<file path="src/rtl/tick_div_pkg.sv">
// Shared types and limits for the tick divider bank and its channels.
package tick_div_pkg;

    localparam int MAX_CH        = 16;
    localparam int CNT_W_DEFAULT = 24;

    typedef enum logic [1:0] {
        ST_IDLE = 2'd0,
        ST_RUN  = 2'd1,
        ST_DONE = 2'd2
    } chan_state_t;

endpackage

</file>
<file path="src/rtl/tick_div_channel.sv">
// One divider channel: counter, shadowed period/high-time, FSM and registered outputs.
// TICK_DIV_ONESHOT_EN adds a oneshot input and the DONE state.
module tick_div_channel
    import tick_div_pkg::*;
#(
    parameter int CNT_W = CNT_W_DEFAULT
) (
    input  logic             i_clk,
    input  logic             i_reset,
    input  logic             enable,
    input  logic             sync,
`ifdef TICK_DIV_ONESHOT_EN
    input  logic             oneshot,
`endif
    input  logic [CNT_W-1:0] period,
    input  logic [CNT_W-1:0] high,
    output logic             tick,
    output logic             wave
);

    localparam logic [CNT_W-1:0] ONE = CNT_W'(1);

    chan_state_t      state;
    logic [CNT_W-1:0] cnt;
    logic [CNT_W-1:0] sh_p;
    logic [CNT_W-1:0] sh_h;
    logic [CNT_W-1:0] cnt_inc;
    logic             load_wave;

    assign cnt_inc   = cnt + ONE;
    // Wave value for phase 0 of a freshly loaded period.
    assign load_wave = (high != '0);

    always_ff @(posedge i_clk or posedge i_reset) begin
        if (i_reset) begin
            state <= ST_IDLE;
            cnt   <= '0;
            sh_p  <= '0;
            sh_h  <= '0;
            tick  <= 1'b0;
            wave  <= 1'b0;
        end else begin
            tick <= 1'b0;
            wave <= 1'b0;
            case (state)
                ST_IDLE: begin
                    cnt <= '0;
                    if (enable) begin
                        state <= ST_RUN;
                        sh_p  <= period;
                        sh_h  <= high;
                        wave  <= load_wave;
                    end
                end
                ST_RUN: begin
                    if (!enable) begin
                        state <= ST_IDLE;
                        cnt   <= '0;
                    end else if (sync) begin
                        // Sync outranks a coincident wrap: restart without a tick.
                        cnt  <= '0;
                        sh_p <= period;
                        sh_h <= high;
                        wave <= load_wave;
                    end else if (cnt == sh_p) begin
                        cnt  <= '0;
                        sh_p <= period;
                        sh_h <= high;
                        tick <= 1'b1;
                        wave <= load_wave;
`ifdef TICK_DIV_ONESHOT_EN
                        if (oneshot) begin
                            state <= ST_DONE;
                            wave  <= 1'b0;
                        end
`endif
                    end else begin
                        cnt  <= cnt_inc;
                        wave <= (cnt_inc < sh_h);
                    end
                end
`ifdef TICK_DIV_ONESHOT_EN
                ST_DONE: begin
                    cnt <= '0;
                    if (!enable) state <= ST_IDLE;
                end
`endif
                default: begin
                    state <= ST_IDLE;
                    cnt   <= '0;
                end
            endcase
        end
    end

endmodule

</file>
<file path="src/rtl/tick_divider_bank.sv">
// Bank of NUM_CH programmable tick/square-wave dividers sharing one sync pulse.
// Optional one-shot mode is built when TICK_DIV_ONESHOT_EN is defined.
module tick_divider_bank
    import tick_div_pkg::*;
#(
    parameter int NUM_CH = 4,
    parameter int CNT_W  = CNT_W_DEFAULT
) (
    input  logic                    i_clk,
    input  logic                    i_reset,
    input  logic [NUM_CH-1:0]       i_enable,
    input  logic [NUM_CH*CNT_W-1:0] i_period,
    input  logic [NUM_CH*CNT_W-1:0] i_high,
    input  logic                    i_sync,
`ifdef TICK_DIV_ONESHOT_EN
    input  logic [NUM_CH-1:0]       i_oneshot,
`endif
    output logic [NUM_CH-1:0]       o_tick,
    output logic [NUM_CH-1:0]       o_wave
);

    if (NUM_CH < 1 || NUM_CH > MAX_CH || CNT_W < 2 || CNT_W > 32) begin : g_bad_cfg
        $error("tick_divider_bank: NUM_CH or CNT_W out of range");
    end

    for (genvar n = 0; n < NUM_CH; n++) begin : g_ch
        tick_div_channel #(
            .CNT_W(CNT_W)
        ) u_ch (
            .i_clk   (i_clk),
            .i_reset (i_reset),
            .enable  (i_enable[n]),
            .sync    (i_sync),
`ifdef TICK_DIV_ONESHOT_EN
            .oneshot (i_oneshot[n]),
`endif
            .period  (i_period[n*CNT_W +: CNT_W]),
            .high    (i_high[n*CNT_W +: CNT_W]),
            .tick    (o_tick[n]),
            .wave    (o_wave[n])
        );
    end

endmodule

</file>
<file path="config.mk">
export PLATFORM = sky130hd
export DESIGN_NAME = tick_divider_bank
export DESIGN_NICKNAME = d
export VERILOG_FILES = /design/src/rtl/tick_div_pkg.sv /design/src/rtl/tick_div_channel.sv /design/src/rtl/tick_divider_bank.sv
export SDC_FILE = /design/constraint.sdc
export NUM_CORES = 1
export LEC_CHECK = 0
export ABC_AREA = 1
export CAP_MARGIN = 20
export CORE_MARGIN = 1
export CORE_UTILIZATION = 55
export CTS_CLUSTER_DIAMETER = 80
export DETAILED_ROUTE_END_ITERATION = 10
export HOLD_SLACK_MARGIN = 0.08
export PLACE_DENSITY = 0.74
export SETUP_SLACK_MARGIN = 0.1
export SLEW_MARGIN = 30
export SYNTH_ARGS = -nofsm -noshare
export SYNTH_HDL_FRONTEND = slang
export SYNTH_SLANG_ARGS = --single-unit
</file>
<file path="constraint.sdc">
create_clock -name i_clk -period 13.4 [get_ports i_clk]
set_input_delay 4.02 -clock i_clk [delete_from_list [all_inputs] [get_ports i_clk]]
set_output_delay 4.02 -clock i_clk [all_outputs]
set_load 0.01 [all_outputs]
</file>
==> results.py <==
metrics = {
    "run_status": {
        "status": "complete, no violations",
    },
    "layout": {
        "final_util_pct": 66.3,
        "fin_nets": 3082,
        "instances_no_fill": 3245,
        "n_fill_cell": 2854,
        "drive_gt1_share_pct": 3.28,
        "syn_to_final_growth_pct": 18.5,
    },
    "yosys": {
        "yosys.area.top_type": "dfrtp_1",
        "yosysTopAreaCellShare_pct": 41.1,
        "yosysUniqueCellTypes": 35,
        "ys_ff_latch": 300,
        "syn-instance-count": 2606,
        "async_reset_ff_share_pct": 100,
        "synth-seq-area-share_pct": 41.1,
        "synthTopCellsByArea": "dfrtp_1 (41%), nand2_1 (19%), inv_1 (8.3%)",
        "ys_warn_count": 0,
        "syn_nets": 2909,
        "ys.flop_type": "dfrtp_1",
        "synth_enable_flop_cells": 0,
        "syn_area_sq_um": 18300,
        "syn_area_per_cell_sq_um": 7.00,
    },
    "run": {
        "drv_cap": 0,
    },
    "floorplan": {
        "die_w_microns": 184,
        "coreArea_sq_um": 32600,
        "die_h_microns": 184,
        "ios": 207,
        "rows": 66,
        "initial_core_util_pct": 56.0,
        "dieArea_sq_um": 33900,
    },
    "timing": {
        "hold_ws_ns": 0.470,
        "fin_skew_ns": 0.00911,
        "slew_headroom_pct": 39.1,
        "hold_violations": 0,
        "finalSetupTns_ns": 0,
        "drv_slew": 0,
        "rsz0062_at_grt": "no",
        "final_min_period_over_clock_period_pct": 46.9,
        "finalCriticalPeriod_ns": 6.29,
        "setup_viol": 0,
        "worstMarginPinSlew_ns": 0.911,
        "max_freq_ghz": 0.159,
    },
    "setup_path": {
        "endpoint_kind": "flop",
        "crit_required_ns": 13.80,
        "crit_type": "in -> reg",
        "crit_family": "simple AND/OR/NAND/NOR gates",
        "worst-path-buf-inv": 1,
        "slowest_delay_ns": 0.78,
        "path_max_fanout": 50,
        "crit_arrival_ns": 6.69,
        "slowest_stage": "nand2_2",
        "crit_chain": "clkdlybuf4s50_1 > nor2_1 > nand2_2 > nand2_2 > nand2_1 > nand2_1",
        "start_kind": "primary input",
    },
    "placement": {
        "gp_congestion": 0.899,
        "dpl.hpwl_microns": 31500,
        "placedCellCount": 3183,
        "port_buffers": 206,
    },
    "power_and_ir_drop": {
        "leakagePower_uw": 0.0119,
        "ir_drop_v": 0.000107,
        "powerDensity_nw_per_um2": 165,
    },
    "cts": {
        "cts.path.max_buffers": 3,
        "clock_sinks": 300,
        "root_buffer": "clkbuf_16",
        "cts_resized": 0,
        "holdBufCountCts": 0,
        "clk_latency_ns": 0.52,
        "clkSlewWorstSetupHoldPaths_ns": 0.06,
        "cts_tree": "done",
        "cts.htree.levels": 2,
        "cts_buffers": 36,
        "postCtsSetupRepairBufs": 0,
    },
    "route": {
        "antenna_left": 0,
        "vias": 16001,
        "drc": 0,
        "vias_per_cell": 4.93,
        "wirelength_microns": 43200,
        "drtIter0Drc": 904,
        "wl_per_cell_microns": 13.3,
        "drt_pass1_iterations": 5,
    },
    "global_route": {
        "grt.overflow.total": 0,
        "grt_pass1_wl_microns": 73100,
        "grtUsageTotal_pct": 26.5,
        "grt_max_degree": 152,
        "antenna_found_initial": 1,
        "grt_pass1_vias": 15847,
    },
    "min_path": {
        "hp-class": "reg -> reg",
    },
}
==> synthesized netlist by cell type, drive strengths merged, types with 24 or more instances <==
master	n
a21oi	39
buf	54
clkbuf	24
dfrtp	300
ha	104
inv	416
nand2	930
nand3	237
nand4	27
nor2	320
nor3	32
o21ai	25
xor2	64
==> report_power, final <==
part | total [uW] | leakage [uW] | switching [uW] | internal, uW
registers | 1420 | 0.00383 | 218 | 1210
logic | 1210 | 0.00751 | 748 | 457
clock network | 931 | 0.000549 | 377 | 554
==> layout by cell type, fill, tap and decap left out, types with 2 or more instances in the layout <==
cell type / count
a21boi_0: 3
a21o_1: 3
a21oi_1: 39
buf_4: 5
clkbuf_1: 11
clkbuf_16: 37
clkbuf_8: 9
clkdlybuf4s50_1: 206
clkinv_2: 4
dfrtp_1: 300
ha_1: 104
inv_1: 404
inv_2: 11
nand2_1: 923
nand2_2: 7
nand3_1: 236
nand3b_1: 2
nand4_1: 27
nor2_1: 312
nor2_2: 3
nor2_4: 5
nor2b_1: 6
nor3_1: 29
nor3_4: 2
nor3b_1: 2
nor4_1: 2
o21a_1: 6
o21ai_0: 24
o31ai_1: 2
or2_2: 4
xnor2_1: 2
xor2_1: 64
==> stage by stage <==
stage	area, sq um	total power (uW)	setup WS, ns
2_1_floorplan	18300	2330	1.09
3_3_place_gp	20500	2570	6.44
3_5_place_dp	20500	2650	6.45
4_1_cts	21600	3590	7.00
5_1_grt	21600	3870	6.83
6_report	21600	3560	7.11
==> worst min-delay path, cell delays in order (launching register included) <==
cell and delay, ns:
dfrtp_1 0.34, nand2_1 0.05, nand2_1 0.05
==> final timing paths <==
path                                  startpoint               endpoint  slack, ns  cells after the start
setup / recovery                          i_sync   g_ch[0].u_ch.sh_p[9]       7.11                      6
hold / removal             g_ch[1].u_ch.sh_h[17]  g_ch[1].u_ch.sh_h[17]       0.47                      2
setup reg to reg             g_ch[0].u_ch.cnt[0]   g_ch[0].u_ch.sh_p[9]      10.09                     11
hold reg to reg            g_ch[1].u_ch.sh_h[17]  g_ch[1].u_ch.sh_h[17]       0.47                      2
max in group asynchronous                i_reset   g_ch[0].u_ch.cnt[10]       8.00                      3
min in group asynchronous                i_reset  g_ch[1].u_ch.sh_h[22]       4.08                      2
==> area by class of cell <==
cell class	instances	area, sq um	area share [%]
clock inverter	4	20.0	0.0926
clock buffer	57	1090	5.05
antenna	1	2.50	0.0116
tap	442	553	2.56
timing repair buffer	213	2150	9.93
multi-input combinational	1812	8720	40.4
inverter	416	1570	7.28
sequential	300	7510	34.7
==> registers in the layout (all words and copies together) (netlist names) <==
signal,count
g_ch.u_ch.state,4
g_ch.u_ch.sh_p,96
g_ch.u_ch.cnt,96
g_ch.u_ch.tick,4
g_ch.u_ch.wave,4
g_ch.u_ch.sh_h,96
==> cells by family after synthesis <==
group	share of synthesized area [%]
flip-flops	41.1
XOR/XNOR	3.17
AO/OA/AOI/OAI	2.33
buffers and inverters	11.2
AND/OR/NAND/NOR	35.0
adder cells (fa/ha/maj)	7.13
==> metal layers <==
layer	part of all wire (%)	vias up	global-route usage, %
li1	-	8268	-
met1	45	7299	34.2
met2	48	339	45.2
met3	4.2	95	3.50
met4	3.2	0	9.90
met5	0	-	0
Power figures use the tool's default switching activity.
